## src/rtl/button_step_gen.sv

```systemverilog
`default_nettype none
// ============================================================================
// Module   : button_step_gen
// Purpose  : Synchronise and debounce a raw push-button into a clean level and
//            single-cycle step pulses. Define BUTTON_STEP_AUTO_REPEAT_EN to
//            build the auto-repeat (REPEAT state and repeat counter).
// Revision : 1.0 - initial release
// ============================================================================
module button_step_gen #(
    parameter int SYNC_STAGES     = 2,
    parameter int DEBOUNCE_CYCLES = 16,
    parameter int REPEAT_DELAY    = 64,
    parameter int REPEAT_PERIOD   = 16
) (
    input  logic clk,
    input  logic rst,
    input  logic btn_in,
    output logic btn_level,
    output logic step_pulse,
    output logic held
);

    localparam int c_MAX_A   = (DEBOUNCE_CYCLES > REPEAT_DELAY) ? DEBOUNCE_CYCLES : REPEAT_DELAY;
    localparam int c_MAX_CNT = (c_MAX_A > REPEAT_PERIOD) ? c_MAX_A : REPEAT_PERIOD;
    localparam int CNT_W     = $clog2(c_MAX_CNT) + 1;

    localparam logic [CNT_W-1:0] c_DB_LAST = CNT_W'(DEBOUNCE_CYCLES - 1);
    localparam logic [CNT_W-1:0] c_CNT_ONE = CNT_W'(1);

    typedef enum logic [1:0] {
        ST_IDLE    = 2'd0,
        ST_PRESSED = 2'd1,
        ST_REPEAT  = 2'd2
    } state_t;

    logic [SYNC_STAGES-1:0] r_sync_q,   w_sync_d;
    logic [CNT_W-1:0]       r_db_cnt_q, w_db_cnt_d;
    logic                   r_level_q,  w_level_d;
    logic                   r_pulse_q,  w_pulse_d;
    logic                   r_held_q,   w_held_d;
    state_t                 r_state_q,  w_state_d;

    logic w_btn_s;
    logic w_rise;
    logic w_fall;

`ifdef BUTTON_STEP_AUTO_REPEAT_EN
    localparam logic [CNT_W-1:0] c_DELAY_LAST  = CNT_W'(REPEAT_DELAY - 1);
    localparam logic [CNT_W-1:0] c_PERIOD_LAST = CNT_W'(REPEAT_PERIOD - 1);

    logic [CNT_W-1:0] r_rpt_cnt_q, w_rpt_cnt_d;
`endif

    // Synchroniser and debounce: a change is accepted only after
    // DEBOUNCE_CYCLES consecutive samples that disagree with the current level.
    always_comb begin
        w_sync_d   = {r_sync_q[SYNC_STAGES-2:0], btn_in};
        w_btn_s    = r_sync_q[SYNC_STAGES-1];
        w_level_d  = r_level_q;
        w_db_cnt_d = '0;
        w_rise     = 1'b0;
        w_fall     = 1'b0;
        if (w_btn_s != r_level_q) begin
            if (r_db_cnt_q == c_DB_LAST) begin
                w_level_d = w_btn_s;
                w_rise    = w_btn_s;
                w_fall    = ~w_btn_s;
            end else begin
                w_db_cnt_d = r_db_cnt_q + c_CNT_ONE;
            end
        end
    end

    // Release always wins over a repeat pulse due in the same cycle.
    always_comb begin
        w_state_d = r_state_q;
        w_pulse_d = 1'b0;
`ifdef BUTTON_STEP_AUTO_REPEAT_EN
        w_rpt_cnt_d = r_rpt_cnt_q;
`endif
        case (r_state_q)
            ST_IDLE: begin
                if (w_rise) begin
                    w_state_d = ST_PRESSED;
                    w_pulse_d = 1'b1;
`ifdef BUTTON_STEP_AUTO_REPEAT_EN
                    w_rpt_cnt_d = '0;
`endif
                end
            end
            ST_PRESSED: begin
                if (w_fall) begin
                    w_state_d = ST_IDLE;
                end
`ifdef BUTTON_STEP_AUTO_REPEAT_EN
                else if (r_rpt_cnt_q == c_DELAY_LAST) begin
                    w_state_d   = ST_REPEAT;
                    w_pulse_d   = 1'b1;
                    w_rpt_cnt_d = '0;
                end else begin
                    w_rpt_cnt_d = r_rpt_cnt_q + c_CNT_ONE;
                end
`endif
            end
`ifdef BUTTON_STEP_AUTO_REPEAT_EN
            ST_REPEAT: begin
                if (w_fall) begin
                    w_state_d = ST_IDLE;
                end else if (r_rpt_cnt_q == c_PERIOD_LAST) begin
                    w_pulse_d   = 1'b1;
                    w_rpt_cnt_d = '0;
                end else begin
                    w_rpt_cnt_d = r_rpt_cnt_q + c_CNT_ONE;
                end
            end
`endif
            default: begin
                w_state_d = ST_IDLE;
            end
        endcase
        w_held_d = (w_state_d != ST_IDLE);
    end

    always_ff @(posedge clk) begin
        if (rst) begin
            r_sync_q   <= '0;
            r_db_cnt_q <= '0;
            r_level_q  <= 1'b0;
            r_pulse_q  <= 1'b0;
            r_held_q   <= 1'b0;
            r_state_q  <= ST_IDLE;
`ifdef BUTTON_STEP_AUTO_REPEAT_EN
            r_rpt_cnt_q <= '0;
`endif
        end else begin
            r_sync_q   <= w_sync_d;
            r_db_cnt_q <= w_db_cnt_d;
            r_level_q  <= w_level_d;
            r_pulse_q  <= w_pulse_d;
            r_held_q   <= w_held_d;
            r_state_q  <= w_state_d;
`ifdef BUTTON_STEP_AUTO_REPEAT_EN
            r_rpt_cnt_q <= w_rpt_cnt_d;
`endif
        end
    end

    assign btn_level  = r_level_q;
    assign step_pulse = r_pulse_q;
    assign held       = r_held_q;

endmodule
`default_nettype wire
```

## config.mk

```make
export PLATFORM = sky130hd
export DESIGN_NAME = button_step_gen
export DESIGN_NICKNAME = d
export VERILOG_FILES = /design/src/rtl/button_step_gen.sv
export SDC_FILE = /design/constraint.sdc
export NUM_CORES = 1
export LEC_CHECK = 0
export BUFFER_PORTS_ARGS = -buffer_cell sky130_fd_sc_hd__buf_2
export CAP_MARGIN = 20
export CORE_AREA = 4 4 41 43
export CTS_CLUSTER_SIZE = 20
export DETAILED_ROUTE_END_ITERATION = 16
export DIE_AREA = 0 0 45 47
export PLACE_DENSITY = 0.59
export SLEW_MARGIN = 20
export SYNTH_ARGS = -nofsm -noshare
export SYNTH_HDL_FRONTEND = slang
export SYNTH_SLANG_ARGS = --single-unit
export TNS_END_PERCENT = 100
```

## constraint.sdc

```tcl
create_clock -name clk -period 1.5 [get_ports clk]
set_clock_uncertainty 0.05 [all_clocks]
set_input_delay 0.3 -clock clk [delete_from_list [all_inputs] [get_ports clk]]
set_output_delay 0.3 -clock clk [all_outputs]
set_load 0.02 [all_outputs]
```

* Word level (Yosys, flattened, before mapping)
Index checks and enable logic that the tools add are counted.
Word-level totals: logic and storage cells 26, output and inout port bits 3, register bits 14
Cells by class: eq/ne operators 3, bitwise operators 3, muxes and demuxes 8, $add $sub $neg 1, reductions and logical operators 5
Operators with widths (count):
- adder 7 x 1 -> 7 bit, second input constant | 1
- == test 7 x 4 -> 1 bit, second input constant | 1
- 2-to-1 mux 1 bit | 5
- 2-to-1 mux 2 bit | 2
- case mux 2 bit (2 select lines) | 1
- inverter 1 bit | 3
- OR reduction 3 bit | 1
- == test 2 x 1 -> 1 bit, second input constant | 1
- logical NOT 2 bit | 1
- AND reduction 2 bit | 1
- nonzero test 2 bit | 1
- OR reduction 2 bit | 1
- != test 1 bit | 1

* Longest topological paths before layout
depth in word-level cells 6, mapped depth 4, depth with buffers taken out 4

* Worst setup path before layout
No wires, ideal clock.
path kind register -> register, from register r_db_cnt_q[0], to register r_db_cnt_q[6], required time 1380 ps, period minus slack after synthesis 1256 ps, stages on the path, launching flop included 5, library setup time 70 ps, setup slack 244 ps, path buffers 0, arrival 1136 ps, cell sequence dfxtp_1 -> ha_1 -> nand3_4 -> or3_1 -> a21oi_1
Between the ends: cells in the longest elaborated chain, start to end 2, elaborated cells on any way between the ends 3, classes of those cells add/sub (1); eq/ne (1); reduce/logical (1)
RTL lines:
- start: declaration | RTL line 37 | logic [CNT_W-1:0] r_db_cnt_q, w_db_cnt_d;
- start signal: assignment | RTL line 137 | r_db_cnt_q <= w_db_cnt_d;
- parallel branches: the longest is 2 deep, another holds adder 7 x 1 -> 7 bit
Parallel ways; which one is timed is not known. A chain may end at the register's enable or synchronous reset.

* Worst setup path in the final report
from register r_db_cnt_q[0], to register r_pulse_q (netlist: step_pulse)
Between the ends: cells in the longest elaborated chain, start to end 4
RTL lines:
- == test 7 x 4 -> 1 bit | RTL line 64 | if (r_db_cnt_q == c_DB_LAST) begin
- 2-to-1 mux 1 bit | RTL line 64
- 2-to-1 mux 1 bit | RTL line 63 | if (w_btn_s != r_level_q) begin
- 2-to-1 mux 1 bit | RTL line 83 | if (w_rise) begin
- end signal: assignment | RTL line 139 | r_pulse_q <= w_pulse_d;
- end: declaration | RTL line 39 | logic r_pulse_q, w_pulse_d;
Every way passes these cells.

==> impl_metrics.csv <==
group,metric,value,unit
status,outcome,"complete, no violations",
cts,cts_root_buf,"clkbuf_4",
place,numPortBuffers,5,
yosys,ys_seq_elements,14,
cts,numCtsBuffers,3,
cts,cts_tree,"done",
cells_and_area,diodes,0,
die,io_pins,6,
sta,setup_viol,0,
cells_and_area,num-nets-final,67,
sta,hold_viol_final,0,
yosys,avgSynthCellArea,10.51,um^2
grt,antenna_found_initial,0,
power,power_density,1026,nW/um^2
cts,clkTransAtPathRegs,0.08,ns
critical_path,worst-path-max-fanout,3,
cells_and_area,mostFrequentLayoutCell,"dfxtp_1",
critical_path,crit_path_start_kind,"flop",
die,die-area,2115,um^2
detailed_routing,wl_per_cell,10.61,um
yosys,synthCells,53,
critical_path,crit_required,1.62,ns
sta,fin_crit,1.357,ns
die,num_rows,13,
sta,grt_setup_unrepaired,"false",
sta,finalSetupTns,0,ns
power,peakVddDrop,0.5160,mV
sta,slew_viol_final,0,
critical_path,endpoint_kind,"flop",
detailed_routing,drt_iter0_markers,5,
die,start_util,42.79,%
flow_run,drv_cap,0,
min_path,min_path_type,"input pin to flop",
grt,grt_pass1_wl,1.518,mm
cts,cts.sinks,14,
cells_and_area,num-fill-cells,135,
detailed_routing,antenna_left,0,
yosys,ys_types,22,
detailed_routing,vias_per_cell,4.987,
detailed_routing,routed_wl,817,um
sta,period_share,90.43,%
cts,htree_levels,1,
place,hpwl,626.7,um
cells_and_area,drive_above_1_share,24.19,%
cts,clkLatencyLatePin,0.27,ns
place,gp_congestion,0.6864,
grt,globalRoute.totalOverflow,0,
yosys,async_reset_ff_share,0,%
grt,grtUsageTotal,10.02,%
detailed_routing,drt_pass1_iterations,4,
die,core,1301,um^2
cts,cts_hold_buffers,0,
sta,whs,0.1839,ns
yosys,synth-seq-area-share,50.34,%
critical_path,crit_type,"flop to flop",
die,fp.dieW,45,um
cells_and_area,syn_to_final_growth,14.83,%
critical_path,arrival,1.48,ns
cts,clock_path_buffers,2,
detailed_routing,vias,384,
power,p_leak,0.0002304,uW
detailed_routing,route.detailed.drc,0,
cts,cts_resized,0,
sta,clock.fmax,0.7372,GHz
grt,grt_pass1_vias,370,
grt,grt_max_degree,9,
yosys,yosysWarnings,0,
yosys,synth_area,556.8,um^2
yosys,synth_fp_nets,57,
yosys,synthFlopType,"dfxtp_1",
cts,post_cts_buffers,0,
yosys,synth_edf_count,0,
cells_and_area,final_cell_mix,"dfxtp_1 (14), nor2_1 (6), buf_2 (5)",
die,dieHeight,47,um
-- per-layer routing --
| layer | routed length, um | up-vias | track usage (%) |
|---|---|---|---|
| met1 | 439 | 173 | 13.92 |
| met2 | 348 | 6 | 13.56 |
| met3 | 29 | 0 | 2.299 |
| li1 | - | 205 | - |
| met4 | 0 | 0 | 7.018 |
| met5 | 0 | - | 0 |
-- synthesized netlist by cell type (2+ instances only) --
master | number | share of area (%)
o41ai_1 | 2 | 3.1
xnor2_1 | 2 | 3.1
nor2_1 | 6 | 4.0
o21ai_0 | 2 | 1.8
a21oi_1 | 4 | 3.6
xor2_1 | 2 | 3.1
nor2b_1 | 2 | 2.2
nand2_1 | 4 | 2.7
dfxtp_1 | 14 | 50
inv_1 | 2 | 1.3
or3_1 | 2 | 2.2
-- stage by stage --
stage	worst slack [ns]	util, %	total power (uW)	std cells	cell area (um^2)
final	0.1435	49.13	655.9	77	639.4
after global routing	0.03888	49.13	682.8	77	639.4
after CTS	0.1077	48.94	669.5	77	636.9
after detailed placement	0.1445	46.15	403.4	73	600.6
after global placement	0.1359	46.15	403.5	73	600.6
after floorplan	0.2440	-	396.8	53	556.8
-- worst max-delay path: stages, from the launching register on --
cell	delay, ns
dfxtp_1	0.37
ha_2	0.23
and3_1	0.23
nand2_1	0.09
nor4b_1	0.29
-- flip-flops by register name, summed over array words and instances (netlist names) --
| signal | cells |
|---|---|
| btn_level | 1 |
| r_db_cnt_q | 7 |
| r_sync_q | 2 |
| step_pulse | 1 |
| r_state_q | 2 |
| held | 1 |
-- layout make-up --
type	count	area, um^2	area share (%)
Sequential cell	14	280.3	43.84
Clock buffer	4	36.28	5.675
Tap cell	15	18.77	2.935
Multi-Input combinational cell	37	271.5	42.47
Inverter	2	7.507	1.174
Timing Repair Buffer	5	25.02	3.914
-- cells by family after synthesis --
logic type	count (synthesis)	share of synthesized area [%]
adders and majority gates	1	2.247
other	1	0.6735
buffers and inverters	2	1.349
DFF	14	50.34
AOI/OAI and AO/OA	11	16.40
xor gates and xnor gates	4	6.293
and+or+nand+nor	20	22.69
-- final timing paths --
path / startpoint / end / slack [ns] / depth (start not counted)
worst max-delay path: r_db_cnt_q[0] / step_pulse / 0.14 / 4
worst min-delay path: btn_in / r_sync_q[0] / 0.18 / 2
worst max register to register: r_db_cnt_q[0] / step_pulse / 0.14 / 4
worst min register to register: r_sync_q[0] / r_sync_q[1] / 0.40 / 1
-- where the power goes --
group	leakage [uW]	internal [uW]	switching, uW	total [uW]
clock network	0.0000210	147	114	261
logic	0.0000958	6.40	8.91	15.3
registers	0.000114	376	3.55	380
Note: power is estimated with default switching activity, not from simulation.
